$ cat config.mk
export PLATFORM = sky130hd
export DESIGN_NAME = imem_line_fetcher
export DESIGN_NICKNAME = d
export VERILOG_FILES = /design/src/rtl/imem_line_fetcher.sv
export SDC_FILE = /design/constraint.sdc
export NUM_CORES = 1
export LEC_CHECK = 0
export BUFFER_PORTS_ARGS = -buffer_cell sky130_fd_sc_hd__buf_2
export CORE_MARGIN = 3
export CORE_UTILIZATION = 51
export DETAILED_ROUTE_END_ITERATION = 8
export GPL_TIMING_DRIVEN = 0
export PLACE_DENSITY = 0.84
export REMOVE_ABC_BUFFERS = 1
export SLEW_MARGIN = 20
export SYNTH_ARGS = -nofsm -noshare
export SYNTH_HDL_FRONTEND = slang
export SYNTH_SLANG_ARGS = --single-unit
$ cat constraint.sdc
create_clock -name clk -period 3.6 [get_ports clk]
set_input_delay 0.54 -clock clk [delete_from_list [all_inputs] [get_ports clk]]
set_output_delay 0.54 -clock clk [all_outputs]
set_load 0.01 [all_outputs]
$ cat src/rtl/imem_line_fetcher.sv
// Instruction line-fill engine: fetches four 32-bit SRAM words into one 128-bit cache line.
// Miss: 4 SRAM transfers + 1 cycle; hit in last-line buffer: 1 cycle. SRAM request held until ack.
// Backpressure: sram_ack stalls the fill; a dropped request drains the outstanding SRAM read first.
module imem_line_fetcher #(
    parameter logic BUF_EN = 1'b1
) (
    input  logic         clk,
    input  logic         reset,
    input  logic         imem_read_start,
    input  logic [31:0]  imemory_address_bus1,
    output logic [127:0] imemory_data_bus1,
    output logic         imem_read_rdy,
    output logic         sram_req,
    output logic [31:0]  sram_addr,
    input  logic         sram_ack,
    input  logic [31:0]  sram_rdata
);

    typedef enum logic [1:0] {IDLE, FILL, DRAIN, DONE} state_t;

    state_t         state_q, state_d;
    logic [1:0]     cnt_q, cnt_d;
    logic [27:0]    tag_q, tag_d;
    logic           bv_q, bv_d;
    logic [127:0]   line_q, line_d;
    logic           req_q, req_d;
    logic [31:0]    addr_q, addr_d;
    logic           rdy_q, rdy_d;
    logic [1:0]     cnt_inc;
    logic           buf_hit;
    logic           unused_addr_bits;

    assign unused_addr_bits = ^imemory_address_bus1[3:0];
    assign cnt_inc          = cnt_q + 2'd1;
    assign buf_hit          = (BUF_EN != 1'b0) && bv_q && (imemory_address_bus1[31:4] == tag_q);

    always_comb begin
        state_d = state_q;
        cnt_d   = cnt_q;
        tag_d   = tag_q;
        bv_d    = bv_q;
        line_d  = line_q;
        req_d   = req_q;
        addr_d  = addr_q;
        rdy_d   = 1'b0;
        case (state_q)
            IDLE: begin
                req_d = 1'b0;
                if (imem_read_start) begin
                    if (buf_hit) begin
                        state_d = DONE;
                        rdy_d   = 1'b1;
                    end else begin
                        state_d = FILL;
                        tag_d   = imemory_address_bus1[31:4];
                        cnt_d   = 2'd0;
                        bv_d    = 1'b0;
                        req_d   = 1'b1;
                        addr_d  = {imemory_address_bus1[31:4], 4'b0000};
                    end
                end
            end
            FILL: begin
                if (imem_read_start) begin
                    if (sram_ack) begin
                        line_d[{cnt_q, 5'b00000} +: 32] = sram_rdata;
                        if (cnt_q == 2'd3) begin
                            bv_d    = 1'b1;
                            req_d   = 1'b0;
                            state_d = DONE;
                            rdy_d   = 1'b1;
                        end else begin
                            cnt_d  = cnt_inc;
                            addr_d = {tag_q, cnt_inc, 2'b00};
                        end
                    end
                end else if (sram_ack) begin
                    req_d   = 1'b0;
                    state_d = IDLE;
                end else begin
                    // The SRAM read already issued must complete before going idle.
                    state_d = DRAIN;
                end
            end
            DRAIN: begin
                if (sram_ack) begin
                    req_d   = 1'b0;
                    state_d = IDLE;
                end
            end
            DONE: begin
                state_d = IDLE;
            end
            default: begin
                state_d = IDLE;
                req_d   = 1'b0;
            end
        endcase
    end

    always_ff @(posedge clk or negedge reset) begin
        if (!reset) begin
            state_q <= IDLE;
            cnt_q   <= 2'd0;
            tag_q   <= 28'd0;
            bv_q    <= 1'b0;
            line_q  <= 128'd0;
            req_q   <= 1'b0;
            addr_q  <= 32'd0;
            rdy_q   <= 1'b0;
        end else begin
            state_q <= state_d;
            cnt_q   <= cnt_d;
            tag_q   <= tag_d;
            bv_q    <= bv_d;
            line_q  <= line_d;
            req_q   <= req_d;
            addr_q  <= addr_d;
            rdy_q   <= rdy_d;
        end
    end

    assign imemory_data_bus1 = line_q;
    assign imem_read_rdy     = rdy_q;
    assign sram_req          = req_q;
    assign sram_addr         = addr_q;

endmodule
==> impl_metrics.py <==
metrics = {
    "clocking": {
        "ctsHoldBuffers": 1,
        "clk_pin_slew_worst_paths_ns": 0.07,
        "cts.path.max_buffers": 2,
        "cts_tree": "built",
        "h-tree-depth": 4,
        "cts_resized": 0,
        "cts.sinks": 191,
        "cts_setup_buffers": 0,
        "cts-root-buf": "clkbuf_16",
        "cts_buffers": 17,
        "insertion_delay_ns": 0.42,
    },
    "cells_and_area": {
        "diodes": 0,
        "regArea_mm2": 0.004780,
        "final_area_mm2": 0.01040,
        "drive_gt1_share_pct": 33.90,
        "area_growth_pct": 26.07,
        "fin_cells": 1267,
        "final_nets": 1121,
        "final_core_util_pct": 66.93,
        "multi_input_area_mm2": 0.003258,
        "n_fill_cell": 1232,
    },
    "placement": {
        "dpl_cell_area_mm2": 0.009802,
        "portBuffers": 223,
        "gp_congestion": 0.8237,
        "place_inst": 1234,
        "hpwl_mm": 15.39,
    },
    "sta": {
        "rsz0062_at_grt": "false",
        "relSlewSlack_pct": 54.67,
        "fin_crit_ns": 2.764,
        "finalHoldViolCount": 0,
        "clock.fmax_mhz": 361.8,
        "tightest_slew_ns": 0.6785,
        "setup_violations": 0,
        "finalCritPeriodShare_pct": 76.77,
        "fin_skew_ns": 0.009645,
        "whs_ns": 0.3842,
        "finalMaxSlewViolations": 0,
    },
    "synth": {
        "synth_top_family_by_area": "simple AND/OR/NAND/NOR gates",
        "synth-xor-area-share_pct": 2.229,
        "ys_seq_elements": 191,
        "synth_compound_area_share_pct": 9.630,
        "synth_simple_gate_area_share_pct": 14.62,
        "synth_area_mm2": 0.008250,
        "synthMuxAreaShare_pct": 10.81,
        "ys_seq_area_share_pct": 57.93,
        "ys_types": 31,
        "yosysWarnings": 0,
        "syn_inst": 827,
        "synth.avg_cell_area_um2": 9.976,
        "synth_adder_area_share_pct": 1.517,
    },
    "drt": {
        "vias_per_cell": 5.246,
        "drc": 0,
        "dr.pass1.iters": 5,
        "ant_nets": 0,
        "via_count": 6647,
        "routedWlPerCell_um": 17.00,
        "drtIter0Drc": 345,
        "routed_wl_mm": 21.54,
    },
    "setup_path": {
        "end_kind": "register",
        "worstPathArrival_ns": 3.07,
        "cp-start-kind": "register",
        "cp_max_fo": 18,
        "cp_data_required_time_ns": 3.90,
        "path_class": "reg2reg",
    },
    "floorplan": {
        "fp-row-count": 45,
        "io_pins": 230,
        "die_x_um": 133.2,
        "fp.coreArea_mm2": 0.01554,
        "fp.dieArea_mm2": 0.01774,
        "die_height_um": 133.2,
        "start_util_pct": 53.09,
    },
    "power": {
        "switching_share_pct": 35.88,
        "p_per_area_mw_per_mm2": 807.4,
        "p_total_mw": 8.398,
        "ir_drop_uv": 417.8,
        "clkPwrFrac_pct": 22.4,
        "leakage_nw": 5.076,
        "power_switching_mw": 3.014,
        "p_seq_share_pct": 39.9,
        "p_int_mw": 5.385,
        "p_comb_share_pct": 37.7,
    },
    "grt": {
        "grt_pass1_vias": 6662,
        "grt_max_degree": 76,
        "track_usage_pct": 24.68,
        "grt_pass1_wl_mm": 35.06,
        "overflow": 0,
        "antenna_found_initial": 0,
    },
    "status": {
        "status": "finished, final reports clean",
    },
    "run": {
        "drv_cap": 0,
    },
    "min_path": {
        "hold_class": "in2reg",
    },
}
layout by cell type (no fill, tap or decap), drive strengths merged, types with 2 or more instances in the layout:
cell,synthesis,layout
nand2,279,279
buf,7,244
dfrtp,191,191
o21ai,137,137
mux2,73,73
inv,18,21
clkbuf,42,21
xor2,12,12
ha,10,10
xnor2,9,9
mux2i,7,7
o22ai,6,6
nor2,6,6
nor4,4,4
a21oi,4,4
clkinv,0,4
nand2b,3,3
nor3b,3,3
a31oi,3,3
or4,2,2
nand4,2,2
nand3b,2,2
o211ai,2,2
conb,1,2
clkinvlp,0,2
bufinv,0,2
final timing paths:
check	start	end	slack [ns]	cells after the start
max in group asynchronous	reset	imemory_data_bus1[63]	2.31	3
worst max-delay path	tag_q[9]	sram_addr[17]	0.84	7
worst min-delay path	sram_rdata[22]	imemory_data_bus1[54]	0.38	3
min in group asynchronous	reset	tag_q[19]	0.61	2
worst max register to register	tag_q[9]	sram_addr[17]	0.84	7
worst min register to register	imemory_data_bus1[96]	imemory_data_bus1[96]	0.48	2
sequential cells by signal, indices dropped and copies added, names as in the netlist:
name,count
bv_q,1
imemory_data_bus1,128
state_q,2
cnt_q,1
tag_q,28
imem_read_rdy,1
sram_req,1
sram_addr,29
critical path, stage by stage (launching register included):
cell     delay (ns)
dfrtp_1        0.40
xnor2_1        0.15
nand2_1        0.09
or4_1          0.58
nor4_4         0.60
a21oi_4        0.30
buf_8          0.24
mux2_2         0.27
cell families after synthesis:
family                     Yosys count
and+or+nand+nor                    303
DFF                                191
AOI/OAI and AO/OA                  154
muxes                               80
buffers and inverters               67
xor gates and xnor gates            21
adders and majority gates           10
other                                1
power by group through the flow:
stage | logic, mW | clock network, mW | registers (mW)
2_1_floorplan | 1.56 | 0 | 3.57
3_3_place_gp | 2.69 | 0 | 3.22
3_5_place_dp | 3.19 | 0 | 3.37
4_1_cts | 3.20 | 1.91 | 3.35
5_1_grt | 3.49 | 2.01 | 3.44
6_report | 3.16 | 1.88 | 3.35
synth_stat cells (all sizes together):
master / n / share of area, %
nand2: 279 / 13
dfrtp: 191 / 58
o21ai: 137 / 8.3
mux2: 73 / 10
clkbuf: 42 / 1.9
inv: 18 / 0.82
xor2: 12 / 1.3
ha: 10 / 1.5
xnor2: 9 / 0.96
buf: 7 / 0.49
mux2i: 7 / 0.85
nor2: 6 / 0.30
o22ai: 6 / 0.46
a21oi: 4 / 0.24
nor4: 4 / 0.49
a31oi: 3 / 0.23
nand2b: 3 / 0.23
nor3b: 3 / 0.27
nand3b: 2 / 0.18
nand4: 2 / 0.15
o211ai: 2 / 0.18
or4: 2 / 0.18
conb: 1 / 0.045
nand3: 1 / 0.061
nor3: 1 / 0.061
o2111ai: 1 / 0.11
o221ai: 1 / 0.11
stage by stage:
step                worst slack (ns)  setup TNS, ns
global route                  0.6648              0
global placement              -1.610        -440.46
CTS                           0.8018              0
finish                        0.8362              0
detailed placement            0.5603              0
floorplan                    -0.2224         -6.251
cell type report:
cell class,instances,share of cell area (%)
Timing Repair Buffer,245,13.87
Clock inverter,11,1.239
Inverter,18,0.6496
Tap cell,211,2.538
Multi-Input combinational cell,570,31.32
Sequential cell,191,45.95
Clock buffer,21,4.427
metal layers:
layer	vias to the layer above	global-route usage, %	wire length, um
met4	0	7.314	316
met3	31	7.553	1825
li1	3159	-	-
met5	-	0	0
met1	3200	33.03	9200
met2	257	39.19	10200
No activity file was read; power rests on OpenSTA's default activity.
